--- config.mk ---
export PLATFORM = sky130hd
export DESIGN_NAME = ram_fifo_ctrl
export DESIGN_NICKNAME = d
export VERILOG_FILES = /design/src/rtl/ram_fifo_pkg.sv /design/src/rtl/ram_fifo_obuf.sv /design/src/rtl/ram_fifo_ctrl.sv
export SDC_FILE = /design/constraint.sdc
export NUM_CORES = 1
export LEC_CHECK = 0
export BUFFER_PORTS_ARGS = -buffer_cell sky130_fd_sc_hd__buf_2
export CORE_ASPECT_RATIO = 1.5
export CORE_MARGIN = 8
export CORE_UTILIZATION = 45
export DETAILED_ROUTE_END_ITERATION = 8
export PLACE_DENSITY = 0.83
export SYNTH_ARGS = -nofsm -noshare
export SYNTH_HDL_FRONTEND = slang
export SYNTH_SLANG_ARGS = --single-unit
--- constraint.sdc ---
create_clock -name clock -period 4.65 [get_ports clock]
set_input_delay 0.2325 -clock clock [delete_from_list [all_inputs] [get_ports clock]]
set_output_delay 0.2325 -clock clock [all_outputs]
set_load 0.005 [all_outputs]
--- src/rtl/ram_fifo_pkg.sv ---
// Shared constants and types for the RAM-backed FIFO controller.
// Word, address and level widths all follow from RAM_WIDTH and ADDR_SIZE.
package ram_fifo_pkg;

  localparam int RAM_WIDTH = 64;
  localparam int ADDR_SIZE = 12;
  localparam int RAM_DEPTH = 4096;

  typedef logic [RAM_WIDTH-1:0] word_t;
  typedef logic [ADDR_SIZE-1:0] addr_t;
  typedef logic [ADDR_SIZE:0]   level_t;

  // Encodings double as the buffer occupancy count.
  typedef enum logic [1:0] {
    BUF_EMPTY = 2'd0,
    BUF_ONE   = 2'd1,
    BUF_TWO   = 2'd2
  } buf_state_e;

  localparam level_t FULL_COUNT = level_t'(RAM_DEPTH);

endpackage

--- src/rtl/ram_fifo_obuf.sv ---
// Two-entry output buffer that absorbs the RAM read latency.
// Append and pop may happen in the same cycle; head is always a registered word.
module ram_fifo_obuf
  import ram_fifo_pkg::*;
(
  input  logic       clock,
  input  logic       reset,
  input  logic       append,
  input  word_t      append_data,
  input  logic       pop,
  output logic       valid,
  output word_t      head,
  output logic [1:0] count
);

  buf_state_e state, state_next;
  word_t      head_q, tail_q, head_next, tail_next;

  always_ff @(posedge clock) begin
    if (reset) state <= BUF_EMPTY;
    else       state <= state_next;
  end

  // NOTE: data registers are deliberately not reset; the state alone says which entries hold words.
  always_ff @(posedge clock) begin
    head_q <= head_next;
    tail_q <= tail_next;
  end

  // NOTE: every output of this block gets a default first, so no path leaves a latch behind.
  always_comb begin
    state_next = state;
    head_next  = head_q;
    tail_next  = tail_q;
    case (state)
      BUF_EMPTY: begin
        if (append) begin
          head_next  = append_data;
          state_next = BUF_ONE;
        end
      end
      BUF_ONE: begin
        case ({append, pop})
          2'b10: begin
            tail_next  = append_data;
            state_next = BUF_TWO;
          end
          2'b01:   state_next = BUF_EMPTY;
          2'b11:   head_next  = append_data;
          default: ;
        endcase
      end
      BUF_TWO: begin
        // The issue logic never appends into a full buffer unless a pop frees a slot.
        if (pop) begin
          head_next = tail_q;
          if (append) tail_next  = append_data;
          else        state_next = BUF_ONE;
        end
      end
      default: state_next = BUF_EMPTY;
    endcase
  end

  assign valid = (state != BUF_EMPTY);
  assign head  = head_q;
  assign count = state;

endmodule

--- src/rtl/ram_fifo_ctrl.sv ---
// FIFO controller around an external 1-cycle-latency dual-port RAM.
// Holds pointers, RAM occupancy and read-issue logic; the output buffer hides read latency.
module ram_fifo_ctrl
  import ram_fifo_pkg::*;
(
  input  logic   clock,
  input  logic   reset,
  input  word_t  in_data,
  input  logic   in_valid,
  output logic   in_ready,
  output word_t  out_data,
  output logic   out_valid,
  input  logic   out_ready,
  output level_t level,
  output logic   empty,
  output word_t  ram_data_in,
  output addr_t  ram_wrt_address,
  output logic   ram_write,
  output addr_t  ram_rd_address,
  output logic   ram_read,
  input  word_t  ram_data_out
);

  addr_t      wr_ptr, rd_ptr;
  level_t     ram_count;
  logic       inflight;
  logic [1:0] buf_count;
  logic       buf_valid;
  logic       push, pop, issue;
  logic [2:0] buf_after_pop;

  assign in_ready  = ~reset & (ram_count != FULL_COUNT);
  assign push      = in_valid & in_ready;
  assign out_valid = ~reset & buf_valid;
  assign pop       = out_valid & out_ready;

  // Words the buffer will hold or be owed after this cycle's pop; a read may go out only if one slot stays free.
  assign buf_after_pop = {1'b0, buf_count} + {2'b00, inflight} - {2'b00, pop};
  assign issue         = ~reset & (ram_count != '0) & (buf_after_pop < 3'd2);

  // NOTE: all state updates use non-blocking assignments so every register sees pre-edge values.
  always_ff @(posedge clock) begin
    if (reset) begin
      wr_ptr    <= '0;
      rd_ptr    <= '0;
      ram_count <= '0;
      inflight  <= 1'b0;
    end else begin
      if (push)  wr_ptr <= wr_ptr + addr_t'(1);
      if (issue) rd_ptr <= rd_ptr + addr_t'(1);
      ram_count <= ram_count + level_t'(push) - level_t'(issue);
      inflight  <= issue;
    end
  end

  ram_fifo_obuf u_obuf (
    .clock       (clock),
    .reset       (reset),
    .append      (inflight),
    .append_data (ram_data_out),
    .pop         (pop),
    .valid       (buf_valid),
    .head        (out_data),
    .count       (buf_count)
  );

  assign ram_data_in     = in_data;
  assign ram_wrt_address = wr_ptr;
  assign ram_write       = push;
  assign ram_rd_address  = rd_ptr;
  assign ram_read        = issue;

  assign level = ram_count + level_t'(inflight) + level_t'(buf_count);
  assign empty = (level == '0);

endmodule
==> results of run 1 <==
==> critical path: cells and delay by family (launching register included) <==
kind	cells	cell delay (ns)
compound gates	5	1.21
fa+ha+maj	4	1.28
buf+inv	1	0.03
flops	1	0.43
mux	1	0.34
simple gates	5	0.91
==> repair_timing <==
action / in CTS / in global routing
setup endpoints to repair: 0 / 1
hold buffers: 42 / 1
gates resized for setup: 0 / 1
endpoints found under the hold margin: 42 / 1
==> flip-flops by register name (all words and copies together), names as in the netlist <==
name	cells
ram_count	13
u_obuf.head	64
inflight	1
ram_rd_address	12
u_obuf.count	2
ram_wrt_address	12
u_obuf.tail_q	64
==> metal layers <==
metal	up-vias	part of all wire (%)	wire [um]
met5	-	0	0
met4	0	2.3	396
met3	37	9.7	1700
met2	195	48	8350
met1	2381	40	7100
li1	2377	-	-
==> cell usage after synthesis, types with 5 or more instances <==
master and count:
a21o_1 5, a21oi_1 15, buf_2 6, buf_4 65
clkbuf_1 6, dfxtp_1 40, edfxtp_1 128, ha_1 30
inv_1 24, mux2_2 65, nand2_1 16, nand2b_1 7
nand3_1 10, nor2_1 46, nor2b_1 6, nor3_1 11
nor4_1 6, o21ai_0 8, or3_1 6, xnor2_1 36
==> power breakdown <==
part / leakage [uW] / internal, uW / switching [uW]
Combinational: 0.00193 / 698 / 879
Sequential: 0.00152 / 1960 / 148
Clock: 0.000282 / 718 / 641
==> area by class of cell <==
| cell class | count | area [um^2] | area share (%) |
|---|---|---|---|
| antenna | 1 | 2.50 | 0.0263 |
| clock buffer | 17 | 425 | 4.47 |
| clock inverter | 15 | 150 | 1.58 |
| inverter | 24 | 90.1 | 0.946 |
| multi-input combinational | 318 | 2580 | 27.1 |
| sequential | 168 | 4650 | 48.8 |
| tap | 213 | 267 | 2.80 |
| timing repair buffer | 224 | 1360 | 14.2 |
==> cell families (layout without fill, tap and decap cells) <==
logic type,count (synthesis),after routing,synth area share [%]
flip-flops,168,168,59.2
buffers and inverters,103,280,8.13
other,0,1,0
AND/OR/NAND/NOR,128,128,8.29
XOR/XNOR,40,40,4.46
adder cells (fa/ha/maj),34,34,5.80
multiplexers,67,67,9.60
AO/OA/AOI/OAI,49,49,4.53
==> path summary, 6_finish.rpt <==
path | start | end | slack, ns | cells after the start
max | u_obuf.count[0] | ram_count[12] | 0.34 | 16
min | ram_data_out[63] | u_obuf.tail_q[63] | 0.02 | 1
max reg2reg | u_obuf.count[0] | ram_count[12] | 0.34 | 16
min reg2reg | ram_rd_address[11] | ram_rd_address[11] | 0.52 | 2
==> per-stage QoR <==
stage | power, uW | instances | area, um^2
after global routing | 5360 | 980 | 9520
after floorplan | 3200 | 589 | 7850
final | 5040 | 980 | 9520
after detailed placement | 3680 | 904 | 8510
after global placement | 3640 | 904 | 8510
after CTS | 5100 | 978 | 9510
==> impl_metrics.tcl, run 1 <==
set metrics [dict create \
    whs_ns 0.0162 \
    clock-sinks 168 \
    synth_cell_type_count 53 \
    finClkSkew_ns 0.0123 \
    fmax_ghz 0.232 \
    ir_drop_v 0.000355 \
    die_area_um2 22000 \
    worst_pin_slew_ns 0.890 \
    maxCapViolations 0 \
    synth-edff-count 128 \
    syn-cell-area_um2 7850 \
    slew_headroom_pct 40.5 \
    std_cell_rows 59 \
    endpoint_kind "flop" \
    clockRootBuffer "clkbuf_16" \
    die_x_um 124 \
    mostFrequentLayoutCells "173 x buf_2, 128 x edfxtp_1, 65 x mux2_2" \
    gp_congestion 0.848 \
    grt_max_degree 59 \
    synth_area_leaders "edfxtp_1 49%, dfxtp_1 10%, mux2_2 9.3%" \
    grt_pass1_vias 5312 \
    ys.flop_type "edfxtp_1" \
    first_pass_iters 4 \
    wl_per_cell_um 17.9 \
    cts_buffer_depth 2 \
    synthToLayoutAreaGrowth_pct 21.3 \
    status "finished clean" \
    drive_gt1_share_pct 37.7 \
    hold_path.class "input pin to flop" \
    grt_first_pass_wirelength_um 27400 \
    cts_htree_levels 4 \
    grt_use_total_pct 15.9 \
    fp.dieH_um 178 \
    post-synth-top-area-cell "edfxtp_1" \
    crit_type "flop to flop" \
    power_density_nw_per_um2 529 \
    p_leak_uw 0.00373 \
    pre_cts_ws_ns 0.281 \
    postRouteAntennaNets 0 \
    final_util_pct 55.4 \
    fin_crit_sh_pct 92.7 \
    grtUsageMet1_pct 18.3 \
    fillers 1387 \
    gr-total-overflow 0 \
    final_common_cell "buf_2" \
    viasPerCell 5.09 \
    finalSetupViolations 0 \
    cts_buffers 17 \
    synth_fp_nets 755 \
    period_minus_slack_ns 4.31 \
    hpwl_um 12500 \
    top_usage_layer "met2" \
    core_um2 17200 \
    dr_total_vias 4990 \
    ys_seq_elements 168 \
    arrival_ns 4.61 \
    clk_pin_slew_ns 0.07 \
    cts_tree "done" \
    nNetsFinal 919 \
    io_pins 302 \
    cts_setup_buffers 0 \
    layout_setup_ws_ns 0.338 \
    cp-start-kind "flop" \
    use_met2_pct 26.8 \
    max_stage_delay_ns 0.50 \
    drtIter0Drc 273 \
    synth_top_area_share_pct 49.0 \
    finalSetupTns_ns 0 \
    antenna_found_initial 1 \
    clk_latency_ns 0.42 \
    worstPathMaxFanout 9 \
    slew_viol_final 0 \
    ys_warn_count 0 \
    synthCells 589 \
    seq_area_frac_synth_pct 59.2 \
    critPathRequiredTime_ns 4.95 \
    cpMaxStageDelayCell "fa_1" \
    synth-async-reset-ratio_pct 0 \
    wirelength_um 17500 \
    cp_cell_sequence "nor2_1 -> nor4_1 -> o21ai_0 -> fa_1 -> nor2b_1 -> nand2_1 -> nor2_1 -> ha_1 -> inv_1 -> ha_1 -> fa_1 -> a211o_1 -> a311oi_2 -> o31ai_2 -> a221oi_2 -> mux2_1" \
    gr-usage-met3_pct 5.13 \
    hold_viol 0 \
    port_buffers 173 \
    syn_avg_cell_area_um2 13.3 \
    rsz0062_at_grt "no" \
    post-route-drc-count 0 \
    initial_utilization_pct 45.6 \
]
No activity file was read; power rests on OpenSTA's default activity.
==> run 2: changes to the inputs <==
--- a/config.mk
+++ b/config.mk
@@ -10,7 +10,7 @@
 export CORE_MARGIN = 8
 export CORE_UTILIZATION = 45
 export DETAILED_ROUTE_END_ITERATION = 8
-export PLACE_DENSITY = 0.83
+export PLACE_DENSITY = 0.8
 export SYNTH_ARGS = -nofsm -noshare
 export SYNTH_HDL_FRONTEND = slang
 export SYNTH_SLANG_ARGS = --single-unit
==> constraint.sdc (replaced) <==
create_clock -name clock -period 4.2 [get_ports clock]
set_input_delay 0.21 -clock clock [delete_from_list [all_inputs] [get_ports clock]]
set_output_delay 0.21 -clock clock [all_outputs]
set_load 0.005 [all_outputs]
==> impl_metrics.tcl, run 2 (synthesis results as in run 1) <==
set metrics [dict create \
    slew_viol_final 0 \
    status "finished clean" \
    hpwl_um 12600 \
    rsz0062_at_grt "no" \
    gr-usage-met3_pct 5.51 \
    die_x_um 124 \
    dr_total_vias 5157 \
    grt_max_degree 66 \
    use_met2_pct 28.0 \
    period_minus_slack_ns 4.00 \
    port_buffers 173 \
    core_um2 17200 \
    post-route-drc-count 0 \
    stdcell_count 1009 \
    crit_type "flop to flop" \
    power_frac_seq_pct 40.8 \
    combPwrFrac_pct 32.7 \
    finClkSkew_ns 0.0143 \
    antenna_found_initial 0 \
    hold_viol 0 \
    grt_first_pass_wirelength_um 28500 \
    holdPathStages 1 \
    placed_cell_area_um2 8560 \
    first_pass_iters 4 \
    power_density_nw_per_um2 582 \
    fin_area_um2 9850 \
    gr-total-overflow 0 \
    internal_power_uw 3820 \
    worstPathMaxFanout 4 \
    worst_pin_slew_ns 0.888 \
    io_pins 302 \
    nNetsFinal 947 \
    fin_crit_sh_pct 95.3 \
    postRouteAntennaNets 0 \
    clk_latency_ns 0.41 \
    viasPerCell 5.11 \
    mostFrequentLayoutCells "173 x buf_2, 128 x edfxtp_1, 65 x mux2_2" \
    netSwitchingFraction_pct 33.3 \
    power_frac_clock_pct 26.5 \
    cts_htree_levels 4 \
    initial_utilization_pct 45.6 \
    clock-sinks 168 \
    finalSetupViolations 0 \
    p_leak_uw 0.00386 \
    cts_tree "done" \
    critPathRequiredTime_ns 4.50 \
    die_area_um2 22000 \
    finalSetupTns_ns 0 \
    fmax_ghz 0.250 \
    grtUsageMet1_pct 19.8 \
    drive_gt1_share_pct 38.4 \
    gp_congestion 0.923 \
    drtIter0Drc 347 \
    slew_headroom_pct 40.8 \
    final_common_cell "buf_2" \
    clockRootBuffer "clkbuf_16" \
    netSwitchingPower_uw 1910 \
    ir_drop_v 0.000410 \
    maxCapViolations 0 \
    std_cell_rows 59 \
    arrival_ns 4.31 \
    cts_buffers 17 \
    place_inst 908 \
    grt_pass1_vias 5373 \
    fillers 1337 \
    endpoint_kind "flop" \
    fp.dieH_um 178 \
    grt_use_total_pct 16.7 \
    synthToLayoutAreaGrowth_pct 25.5 \
    top_usage_layer "met2" \
    cp-start-kind "flop" \
    wl_per_cell_um 18.4 \
    r2r_cells 16 \
    cts_buffer_depth 2 \
    wirelength_um 18600 \
    hold_path.class "input pin to flop" \
    clk_pin_slew_ns 0.07 \
]
[run 2: cell count changes in the layout (fill, tap and decap cells not counted), sizes merged, moves of 2 or more]
cell,delta
dlygate4sd3,+20
inv,-2
clkinv,+2
buf,+8
[run 2: layer usage]
layer | up-vias | share of wire (%)
met1 | 2486 | 41
met3 | 19 | 8.1
met4 | 0 | 0.85
met2 | 213 | 50
met5 | - | 0
li1 | 2439 | -
[run 2: timing repair]
| action | in CTS | in global routing |
|---|---|---|
| hold endpoints to repair | 63 | 0 |
| setup endpoints to repair | 0 | 1 |
| resized for setup | 0 | 7 |
| hold buffers | 63 | 0 |
| buffers inserted | 0 | 4 |
[run 2: through the flow]
| stage | power, uW | hold WS [ns] | setup WS [ns] | util [%] |
|---|---|---|---|---|
| 2_1_floorplan | 3550 | 0.309 | 0.0235 | - |
| 3_3_place_gp | 4070 | 0.402 | 0.211 | 49.8 |
| 3_5_place_dp | 4090 | 0.402 | 0.0967 | 49.8 |
| 4_1_cts | 5680 | 0.00302 | 0.0821 | 56.8 |
| 5_1_grt | 6060 | 0.00654 | 0.00319 | 57.2 |
| 6_report | 5730 | 0.0343 | 0.198 | 57.2 |
[run 2: layout make-up]
class                      count  area, um^2  share of cell area (%)
antenna                        2        5.00                  0.0508
tap                          213         267                    2.71
timing repair buffer         252        1620                    16.4
multi-input combinational    318        2640                    26.8
clock inverter                14         153                    1.55
inverter                      24        90.1                   0.915
clock buffer                  18         429                    4.36
sequential                   168        4650                    47.2
[run 2: path summary, 6_finish.rpt]
check | startpoint | end | slack [ns]
setup / recovery | u_obuf.count[0] | ram_count[12] | 0.20
setup reg to reg | u_obuf.count[0] | ram_count[12] | 0.20
hold reg to reg | ram_rd_address[11] | ram_rd_address[11] | 0.52
hold / removal | ram_data_out[3] | u_obuf.tail_q[3] | 0.03
[run 2: critical path, stage by stage, from the launching register on]
cell	delay, ns
dfxtp_2	0.35
nor2_1	0.06
nor4_2	0.29
o21ai_1	0.12
fa_1	0.40
xnor2_1	0.23
nand2_2	0.11
nor2_4	0.16
ha_4	0.14
inv_1	0.05
ha_4	0.17
fa_2	0.38
a211o_1	0.35
a311oi_2	0.36
o31ai_4	0.12
a221oi_2	0.25
mux2_1	0.34
[run 2: power by group through the flow]
stage | registers, uW | logic, uW | clock network (uW)
after floorplan | 2380 | 1170 | 0
after global routing | 2370 | 2070 | 1620
after global placement | 2350 | 1720 | 0
after detailed placement | 2370 | 1720 | 0
final | 2340 | 1870 | 1520
after CTS | 2330 | 1790 | 1550
==> run 3: changes to the inputs <==
--- a/config.mk
+++ b/config.mk
@@ -5,6 +5,7 @@
 export SDC_FILE = /design/constraint.sdc
 export NUM_CORES = 1
 export LEC_CHECK = 0
+export ABC_AREA = 1
 export BUFFER_PORTS_ARGS = -buffer_cell sky130_fd_sc_hd__buf_2
 export CORE_ASPECT_RATIO = 1.5
 export CORE_MARGIN = 8
==> impl_metrics.tcl, run 3 <==
set metrics [dict create \
    status "finished clean" \
    drtIter0Drc 514 \
    nNetsFinal 1231 \
    grt_max_degree 66 \
    clk_pin_slew_ns 0.08 \
    slew_viol_final 0 \
    finalSetupViolations 0 \
    cp-startpoint "u_obuf.count[1]" \
    yosys.area_share.xor_xnor_pct 1.81 \
    gr-usage-met3_pct 4.63 \
    postRouteAntennaNets 0 \
    post-synth-top-area-cell "edfxtp_1" \
    worst_pin_slew_ns 0.848 \
    mostFrequentLayoutCells "336 x nand2_1, 173 x buf_2, 128 x edfxtp_1" \
    port_buffers 173 \
    wl_per_cell_um 15.9 \
    synth_fa_ha_area_share_pct 5.54 \
    die_area_um2 22900 \
    synth_area_leaders "edfxtp_1 47%, nand2_1 15%, dfxtp_1 9.7%" \
    synth-edff-count 128 \
    synthSimpleGateAreaFrac_pct 22.0 \
    r2r_cells 22 \
    rsz0062_at_grt "no" \
    critPathRequiredTime_ns 4.51 \
    endpoint_kind "flop" \
    ir_drop_v 0.000335 \
    io_pins 302 \
    synth_top_family_by_area "simple AND/OR/NAND/NOR gates" \
    fin_crit_sh_pct 89.8 \
    grtUsageMet1_pct 19.2 \
    hold_path.class "input pin to flop" \
    worstPathMaxFanout 13 \
    hold_viol 0 \
    max_stage_delay_ns 0.51 \
    use_met2_pct 32.4 \
    viasPerCell 5.04 \
    cts_htree_levels 4 \
    endpoint "ram_count[6]" \
    fmax_ghz 0.265 \
    grt_pass1_vias 6571 \
    muxShareOfSynthArea_pct 0 \
    power_density_nw_per_um2 632 \
    synth-async-reset-ratio_pct 0 \
    post-route-drc-count 0 \
    wirelength_um 20700 \
    seq_area_frac_synth_pct 56.5 \
    arrival_ns 4.08 \
    clockRootBuffer "clkbuf_16" \
    final_common_cell "nand2_1" \
    hpwl_um 13600 \
    fp.dieH_um 182 \
    grt_use_total_pct 17.9 \
    finClkSkew_ns 0.0153 \
    gr-total-overflow 0 \
    synthCells 889 \
    r2r-start "u_obuf.count[1]" \
    synth_compound_area_share_pct 3.61 \
    final_util_pct 56.1 \
    r2r_slack_ns 0.43 \
    cts_tree "done" \
    synth_fp_nets 1055 \
    clock-sinks 168 \
    die_x_um 126 \
    top_usage_layer "met2" \
    crit_type "flop to flop" \
    slew_headroom_pct 43.5 \
    clk_latency_ns 0.41 \
    ys_warn_count 0 \
    synthToLayoutAreaGrowth_pct 22.3 \
    core_um2 17900 \
    cp-start-kind "flop" \
    yosysMostFrequentCell "nand2_1" \
    rr_endpoint "ram_count[6]" \
    gp_congestion 0.889 \
    grt_first_pass_wirelength_um 33000 \
    ys_seq_elements 168 \
    first_pass_iters 5 \
    dr_total_vias 6531 \
    ys.flop_type "edfxtp_1" \
    initial_utilization_pct 45.8 \
    period_minus_slack_ns 3.77 \
    synth_common_cells "336 x nand2_1, 128 x edfxtp_1, 70 x inv_1, 65 x buf_4, 62 x nor2_1" \
    maxCapViolations 0 \
    cpMaxStageDelayCell "fa_1" \
    cts_buffers 17 \
    std_cell_rows 60 \
    syn_avg_cell_area_um2 9.25 \
    antenna_found_initial 1 \
    syn-cell-area_um2 8220 \
    synth_cell_type_count 25 \
    cts_buffer_depth 2 \
    drive_gt1_share_pct 20.8 \
    synth_top_area_share_pct 46.7 \
    finalSetupTns_ns 0 \
    p_leak_uw 0.00455 \
    cp_cell_sequence "clkinvlp_4 -> nand2_1 -> nand3_1 -> inv_1 -> nand2_1 -> inv_1 -> o21ai_0 -> fa_1 -> nand2_1 -> nor2_1 -> nand3_2 -> inv_4 -> ha_1 -> inv_1 -> ha_1 -> fa_1 -> nand3_1 -> nand2_1 -> a21oi_1 -> inv_1 -> nor2_1 -> nor2_1" \
]
[run 3: layout make-up]
cell class	instances	area (um^2)
Fill cell	1502	7880
Tap cell	217	272
Clock buffer	18	429
Multi-Input combinational cell	563	2740
Antenna cell	1	2.50
Inverter	73	280
Timing Repair Buffer	242	1540
Sequential cell	168	4650
Clock inverter	14	150
[run 3: metrics by stage]
stage	worst slack [ns]	power (uW)	hold slack [ns]	area, um^2	std cells
2_1_floorplan	0.0222	4040	0.289	8230	889
3_3_place_gp	0.362	4720	0.402	8850	1201
3_5_place_dp	0.228	4780	0.402	8850	1201
4_1_cts	0.220	6370	0.000862	10000	1293
5_1_grt	0.0764	6800	0.00125	10100	1296
6_report	0.427	6350	0.0289	10100	1296
[run 3: critical path, delay by kind of cell (launching register included)]
family	cells	cell delay [ns]
adders and majority gates	4	1.34
buffers and inverters	6	0.61
AOI/OAI and AO/OA	2	0.28
and+or+nand+nor	10	0.99
DFF	1	0.45
[run 3: what timing repair did]
action	4_1_cts	5_1_grt
buffers inserted	0	1
endpoints found under the hold margin	60	1
setup endpoints to repair	0	4
hold buffers	60	1
gates resized for setup	0	3
[run 3: power breakdown]
group	switching (uW)	leakage [uW]	internal, uW
Combinational	1410	0.00275	783
Clock	732	0.000277	797
Sequential	233	0.00152	2390
Total	2380	0.00455	3970
[run 3: worst min-delay path by stage]
| stage | from | slack, ns | cells past startpoint | endpoint |
|---|---|---|---|---|
| finish | ram_data_out[12] | 0.03 | 1 | u_obuf.tail_q[12] |
| global route | ram_data_out[59] | 0.001 | 1 | u_obuf.tail_q[59] |
| global placement | ram_data_out[41] | 0.40 | 1 | u_obuf.tail_q[41] |
| floorplan | reset | 0.29 | 1 | ram_count[7] |
| CTS | ram_data_out[0] | 0.0009 | 1 | u_obuf.tail_q[0] |
| detailed placement | ram_data_out[29] | 0.40 | 1 | u_obuf.tail_q[29] |
[run 3: cells by family (layout without fill, tap and decap cells)]
kind of cell | Yosys count | in the layout
AOI/OAI and AO/OA | 57 | 57
xor gates and xnor gates | 17 | 17
adders and majority gates | 34 | 34
buffers and inverters | 158 | 347
DFF | 168 | 168
other | 0 | 1
and+or+nand+nor | 455 | 455
[run 3: routing by layer]
metal,part of all wire (%),vias to the layer above
met1,39,3059
met3,6.2,40
li1,-,3165
met5,0,-
met2,52,267
met4,2.6,0
